[src/rtl/pcie_cap_cfg_regs.sv]
// pcie_cap_cfg_regs
//   PCI Express Capability structure in config space. Takes dword read/write
//   requests from the config TLP decoder and returns one completion per request.
//   Offsets from CAP_BASE:
//     +0  capability list / PCIe capabilities (RO, from parameters)
//     +1  device capabilities (RO, from parameters)
//     +2  {Device Status, Device Control} (live registers)
//     +11 link capabilities 2 (RO, from parameters)
//     other offsets in +0..+14 hit but read 0; anything else misses.
// Ports
//   clk, rst                  clock, synchronous active-high reset
//   req_valid/ready/write/addr/wdata/be   request channel (dword address)
//   resp_valid/ready/rdata/hit            completion channel
//   err_cor/nonfatal/fatal/ur             error detect strobes into Device Status
//   dev_ctl                   current Device Control value to the core
//   flr_pulse                 one-cycle function level reset strobe
module pcie_cap_cfg_regs #(
    parameter logic [9:0] CAP_BASE    = 10'h01C,
    parameter logic [7:0] NXT_PTR     = 8'h00,
    parameter logic [3:0] PORT_TYPE   = 4'b0000,
    parameter logic [2:0] MPS_SUP     = 3'b001,
    parameter logic       FLR_CAP     = 1'b1,
    parameter logic [4:0] LINK_SPEEDS = 5'b00011
) (
    input  logic        clk,
    input  logic        rst,
    input  logic        req_valid,
    output logic        req_ready,
    input  logic        req_write,
    input  logic [9:0]  req_addr,
    input  logic [31:0] req_wdata,
    input  logic [3:0]  req_be,
    output logic        resp_valid,
    input  logic        resp_ready,
    output logic [31:0] resp_rdata,
    output logic        resp_hit,
    input  logic        err_cor,
    input  logic        err_nonfatal,
    input  logic        err_fatal,
    input  logic        err_ur,
    output logic [15:0] dev_ctl,
    output logic        flr_pulse
);

    typedef enum logic {IDLE, RESP} state_t;

    localparam logic [14:0] CTL_RST = 15'h2810;

    state_t      state;
    logic [14:0] ctl_q;     // bit 15 (FLR initiate) is write-only and never stored
    logic [3:0]  sts_q;     // {ur, fatal, nonfatal, cor}
    logic [14:0] ctl_nxt;
    logic [3:0]  sts_clr;
    logic [3:0]  sts_nxt;
    logic [9:0]  off;
    logic        hit;
    logic        accept;
    logic        wr_devcs;
    logic        flr_go;
    logic [31:0] rdata;
    logic        unused_wdata;

    // Ready is masked by rst so nothing is accepted while reset is held.
    assign req_ready = (state == IDLE) && !rst;
    assign accept    = req_valid && req_ready;

    // Offset wraps to a large value below CAP_BASE, so one compare covers both ends.
    assign off = req_addr - CAP_BASE;
    assign hit = (off <= 10'd14);

    assign dev_ctl = {1'b0, ctl_q};

    always_comb begin
        rdata = '0;
        if (hit) begin
            case (off[3:0])
                4'd0:    rdata = {8'h00, PORT_TYPE, 4'h2, NXT_PTR, 8'h10};
                4'd1:    rdata = {3'b000, FLR_CAP, 22'h0, 1'b1, 2'b00, MPS_SUP};
                4'd2:    rdata = {12'h000, sts_q, 1'b0, ctl_q};
                4'd11:   rdata = {26'h0, LINK_SPEEDS, 1'b0};
                default: rdata = '0;
            endcase
        end
    end

    assign wr_devcs = accept && req_write && hit && (off[3:0] == 4'd2);

    always_comb begin
        ctl_nxt = ctl_q;
        if (wr_devcs) begin
            if (req_be[0]) begin
                ctl_nxt[4:0] = req_wdata[4:0];
                // An unsupported max payload size leaves the field as it was.
                if (req_wdata[7:5] <= MPS_SUP)
                    ctl_nxt[7:5] = req_wdata[7:5];
            end
            if (req_be[1])
                ctl_nxt[14:8] = req_wdata[14:8];
        end
    end

    // RW1C status; a new error in the same cycle as a clear keeps the bit set.
    assign sts_clr = (wr_devcs && req_be[2]) ? req_wdata[19:16] : 4'h0;
    assign sts_nxt = (sts_q & ~sts_clr) | {err_ur, err_fatal, err_nonfatal, err_cor};

    assign flr_go = wr_devcs && req_be[1] && req_wdata[15] && FLR_CAP;

    assign unused_wdata = ^req_wdata[31:20];

    always_ff @(posedge clk) begin
        if (rst) begin
            state      <= IDLE;
            resp_valid <= 1'b0;
            resp_rdata <= '0;
            resp_hit   <= 1'b0;
            ctl_q      <= CTL_RST;
            sts_q      <= '0;
            flr_pulse  <= 1'b0;
        end else begin
            ctl_q     <= ctl_nxt;
            sts_q     <= sts_nxt;
            flr_pulse <= flr_go;
            case (state)
                IDLE: begin
                    if (accept) begin
                        state      <= RESP;
                        resp_valid <= 1'b1;
                        resp_rdata <= req_write ? 32'h0 : rdata;
                        resp_hit   <= hit;
                    end
                end
                RESP: begin
                    if (resp_ready) begin
                        state      <= IDLE;
                        resp_valid <= 1'b0;
                    end
                end
                default: state <= IDLE;
            endcase
        end
    end

endmodule

[config.mk]
export PLATFORM = sky130hd
export DESIGN_NAME = pcie_cap_cfg_regs
export DESIGN_NICKNAME = d
export VERILOG_FILES = /design/src/rtl/pcie_cap_cfg_regs.sv
export SDC_FILE = /design/constraint.sdc
export NUM_CORES = 1
export LEC_CHECK = 0
export BUFFER_PORTS_ARGS = -buffer_cell sky130_fd_sc_hd__buf_4
export CAP_MARGIN = 0
export CORE_MARGIN = 2
export CORE_UTILIZATION = 39
export DETAILED_ROUTE_END_ITERATION = 6
export PLACE_DENSITY_LB_ADDON = 0.25
export SETUP_SLACK_MARGIN = 0.2
export SYNTH_ARGS = -nofsm -noshare
export SYNTH_HDL_FRONTEND = slang
export SYNTH_SLANG_ARGS = --single-unit
[constraint.sdc]
create_clock -name clk -period 2.58 [get_ports clk]
set_clock_uncertainty 0.15 [all_clocks]
set_input_delay 0.258 -clock clk [delete_from_list [all_inputs] [get_ports clk]]
set_output_delay 0.258 -clock clk [all_outputs]
set_load 0.02 [all_outputs]
---- Word level (Yosys, flattened, before mapping) ----
Cells that the tools add are included.
word-level totals
  memory bits (read-only) ................. 0
  latch bits .............................. 0
  output and inout bits ................... 52
  word-level logic and storage cells ...... 46
  flip-flop bits (word level) ............. 55
  memory bits (writable) .................. 0
  memories ................................ 0
  input port bits ......................... 55
operators by class
  magnitude comparators ................... 2
  equality and inequality tests ........... 5
  divide/modulo/power cells ............... 0
  bitwise operators ....................... 4
  reduce and logical (&&, ||, !) cells .... 15
  add/sub/neg operators ................... 1
  shift operators ......................... 0
  multipliers ............................. 0
  muxes and demuxes ....................... 10
operators with widths
  kind                                                  number
  one-hot mux 29 bit (4 select lines)                   1
  2-to-1 mux 32 bit                                     2
  <= comparator 10 x 4 -> 1 bit, second input constant  1
  subtractor 10 x 5 -> 10 bit, second input constant    1
  logical AND 1 bit                                     8
  AND reduction 2 bit                                   4
  bitwise AND 4 bit                                     1
  == test 4 x 1 -> 1 bit, second input constant         1
  == test 4 x 2 -> 1 bit, second input constant         1
  == test 4 bit, second input constant                  1
  zero test 4 bit                                       1
  2-to-1 mux 1 bit                                      4
  2-to-1 mux 4 bit                                      1
  inequality test 2 bit, second input constant          2
  NOT 4 bit                                             1
  OR 4 bit                                              1
  one-hot mux 1 bit (2 select lines)                    2
  <= comparator 3 x 1 -> 1 bit, second input constant   1
  AND reduction 3 bit                                   1
  zero test 1 bit                                       1
  NOT 1 bit                                             1

---- Longest topological paths before layout ----
  depth in word-level cells ............... 11
  depth in mapped cells ................... 6
  mapped depth without buffers ............ 4

---- Least setup slack after synthesis ----
Ideal clock, no wire load.
  path kind ............................... input to register
  start ................................... in req_addr[6]
  end ..................................... reg ctl_q[5]
  required time ........................... 2307 ps
  stages on the path ...................... 5
  slack ................................... 312 ps
  library setup time ...................... 123 ps
  arrival time ............................ 1994 ps
  buffers on the path ..................... 1
  path through ............................ or4_4 > buf_6 > nor4_4 > nor3b_4 > mux2_1
on the way
  word-level cells in the longest chain between the ends .. 5
ends and longest elaborated chain
  what                            line  text
  from (decl)                     30    input logic [9:0] req_addr,
  subtractor 10 x 5 -> 10 bit     68    assign off = req_addr - CAP_BASE;
  <= comparator 10 x 4 -> 1 bit   69    assign hit = (off <= 10'd14);
  logical AND 1 bit (2 in a row)  86    assign wr_devcs = accept && req_write && hit && (off[3:0] == 4'd2);
  AND reduction 3 bit (no line)   -
  to (signal assigned)            120   ctl_q <= ctl_nxt;
  to (decl)                       50    logic [14:0] ctl_q;
Every way passes these cells.
A chain may end at the register's enable or synchronous reset.

---- Final worst setup path ----
  start ................................... reg state
  end ..................................... reg ctl_q[13]
on the way
  word-level cells in the longest chain between the ends .. 7
ends and longest elaborated chain
  what                            line  text
  from (decl)                     49    state_t state;
  from (signal assigned)          112   state <= IDLE;
  from (signal assigned)          126   state <= RESP;
  from (signal assigned)          134   state <= IDLE;
  NOT 1 bit                       -
  logical AND 1 bit               64    assign req_ready = (state == IDLE) && !rst;
  logical AND 1 bit               65    assign accept = req_valid && req_ready;
  logical AND 1 bit (3 in a row)  86
  AND reduction 2 bit (no line)   -
Every way passes these cells.

==> impl_metrics.sql <==
INSERT INTO impl_metrics (metric_group, metric, value, unit) VALUES
('outcome', 'outcome', 'finished clean', ''),
('route', 'route.antenna.remaining_nets', '0', ''),
('sta', 'final.min_clock_period', '2.16', 'ns'),
('final_layout', 'register_area', '861', 'µm²'),
('final_layout', 'nFillCells', '472', ''),
('synth', 'synth_warnings', '0', ''),
('placement', 'place_congestion', '0.798', ''),
('sta', 'maxClockFrequency', '462', 'MHz'),
('clock_tree', 'cts_hold_repair.buffers', '0', ''),
('clock_tree', 'clock_latency', '0.29', 'ns'),
('worst_setup_path', 'crit_required', '2.61', 'ns'),
('synth', 'post-synth-top-area-fraction', '0.460', ''),
('synth', 'synth_fa_ha_area_frac', '0', ''),
('clock_tree', 'cts_made_buffers', '5', ''),
('sta', 'worst_hold_slack', '0.0100', 'ns'),
('worst_setup_path', 'timing.critical_path.fanout_max', '19', ''),
('sta', 'grt_setup_unrepaired', 'false', ''),
('worst_setup_path', 'cp_data_arrival_time', '2.20', 'ns'),
('die', 'placeableCoreArea', '4660', 'µm²'),
('clock_tree', 'cts-htree-levels', '2', ''),
('placement', 'post-place-ws', '0.345', 'ns'),
('grt', 'track_usage', '0.172', ''),
('synth', 'cells_taking_the_most_area_after_synthesis', 'dfxtp_1 46%, nor2_1 6.0%, a22oi_1 5.2%', ''),
('grt', 'grt_max_degree', '41', ''),
('hold_path', 'worst_hold_path_cells', '2', ''),
('synth', 'postSynth.topFlopCell', 'dfxtp_1', ''),
('synth', 'post_synth_edffs', '0', ''),
('clock_tree', 'tritoncts', 'built', ''),
('synth', 'synthCells', '196', ''),
('grt', 'grt_remaining_overflow', '0', ''),
('hold_path', 'worst_hold_path_type', 'in2reg', ''),
('synth', 'avgSynthCellArea', '9.54', 'µm²'),
('synth', 'yosys_register_bits', '43', ''),
('worst_setup_path', 'worst_setup_path_end_kind', 'register', ''),
('final_layout', 'antenna_cells', '0', ''),
('synth', 'yosys.area_share.xor_xnor', '0', ''),
('run', 'cap_violations', '0', ''),
('clock_tree', 'post_cts_repair_timing_setup_buffer_count', '0', ''),
('synth', 'seq_area_frac_synth', '0.460', ''),
('die', 'ios', '107', ''),
('worst_setup_path', 'timing.reg2reg.setup_slack', '0.42', 'ns'),
('route', 'detail_route.first_pass.iterations', '4', ''),
('power', 'design_power_total', '1.23', 'mW'),
('worst_setup_path', 'cp_launch_type', 'register', ''),
('route', 'vias_per_cell', '5.07', ''),
('hold_path', 'hp-start', 'req_wdata[4]', ''),
('placement', 'dp_hpwl', '3320', 'µm'),
('final_layout', 'multi_input_area', '910', 'µm²'),
('synth', 'netlist.top_cell.by_area', 'dfxtp_1', ''),
('final_layout', 'final_nets', '336', ''),
('die', 'dieWidth', '73.3', 'µm'),
('placement', 'io_buffers', '80', ''),
('die', 'floorplan.initialDensity', '0.401', ''),
('clock_tree', 'clk_pin_slew_worst_paths', '0.08', 'ns'),
('synth', 'synth_area', '1870', 'µm²'),
('power', 'max-vdd-ir-drop', '0.000317', 'V'),
('clock_tree', 'cts_root_buf', 'clkbuf_8', ''),
('power', 'pwr_density_cell', '475', 'nW/µm²'),
('die', 'die_h', '73.3', 'µm'),
('worst_setup_path', 'critPathKind', 'reg2reg', ''),
('clock_tree', 'numClockSinks', '43', ''),
('worst_setup_path', 'reg2reg_from', 'state', ''),
('final_layout', 'area_growth', '38.9', '%'),
('clock_tree', 'post_cts_resize_count', '0', ''),
('power', 'leakage', '1.11', 'nW'),
('route', 'drt-wirelength-per-cell', '13.3', 'µm'),
('sta', 'setup_viol', '0', ''),
('sta', 'layout_worst_path_cycle_share', '0.839', ''),
('route', 'route.detailed.drc', '0', ''),
('synth', 'synthArstFlopShare', '0', ''),
('synth', 'synthSimpleGateAreaFrac', '0.276', '');
## synth_stat cells (all sizes together) (2+ instances only)
| cell | n |
|---|---|
| dfxtp | 43 |
| a22o | 2 |
| nand3 | 2 |
| o21ai | 3 |
| a22oi | 13 |
| mux2i | 9 |
| a211o | 4 |
| nand2 | 9 |
| nor4b | 4 |
| or3b | 2 |
| o31ai | 2 |
| a21o | 2 |
| nor4 | 5 |
| clkbuf | 6 |
| nand2b | 4 |
| nand4b | 3 |
| a21oi | 5 |
| nor2b | 11 |
| nor3b | 5 |
| nor3 | 4 |
| nor2 | 30 |
| buf | 17 |
## layout by cell type, fill, tap and decap left out, types with 3 or more instances in the layout
cell,Yosys,final
mux2i_1,9,9
buf_4,13,88
nand2b_1,4,4
conb_1,1,13
nor3_1,4,4
clkbuf_8,0,5
nor2b_1,11,11
a22oi_1,13,13
nor4b_1,4,4
nor3b_1,4,4
a21oi_1,5,5
a211o_1,4,4
nand4b_1,3,3
dfxtp_1,43,43
nor2_1,30,30
nand2_1,9,9
o21ai_0,3,3
## flip-flops by register name, summed over array words and instances (netlist names)
name and cells:
ctl_q 15, resp_valid 1, state 1, flr_pulse 1
resp_hit 1, sts_q 4, resp_rdata 20
## layer usage
metal,GRT usage,wire (µm),vias up
met5,0,0,-
met3,0.0549,320,5
met1,0.221,1920,803
li1,-,-,838
met2,0.272,2160,56
met4,0.0556,61,0
## layout make-up
class                           instances  area share
Tap cell                               54      0.0260
Clock inverter                          3     0.00771
Timing Repair Buffer                   89       0.258
Multi-Input combinational cell        142       0.350
Clock buffer                            5      0.0265
Sequential cell                        43       0.331
## power by group
part | internal, mW | switching [mW] | total, mW
Sequential | 0.670 | 0.00481 | 0.675
Clock | 0.188 | 0.234 | 0.422
Combinational | 0.0643 | 0.0724 | 0.137
## worst max-delay path, cell delays in order, from the launching register on
cell,delay (ns)
dfxtp_1,0.36
or3b_2,0.50
buf_4,0.24
nor4_4,0.25
buf_4,0.22
nor2b_1,0.06
a211o_1,0.27
## metrics by stage
step,cell area [µm²],instances
floorplan,1920,208
global placement,2500,327
detailed placement,2500,327
CTS,2590,335
global route,2600,336
finish,2600,336
## worst max path at each step
stage	from	end	slack, ns	depth (start not counted)
after floorplan	req_addr[6]	ctl_q[5]	0.31	5
after global placement	req_addr[6]	ctl_q[5]	0.35	5
after detailed placement	req_addr[6]	ctl_q[5]	0.35	5
after CTS	state	ctl_q[13]	0.40	6
after global routing	state	ctl_q[13]	0.32	6
final	state	ctl_q[13]	0.42	6
## kinds of logic (layout without fill, tap and decap cells)
logic type	count (synthesis)	after routing
AND/OR/NAND/NOR	85	85
multiplexers	10	10
buffers and inverters	23	97
flip-flops	43	43
AO/OA/AOI/OAI	34	34
other	1	13
(Power assumes the default switching activity.)
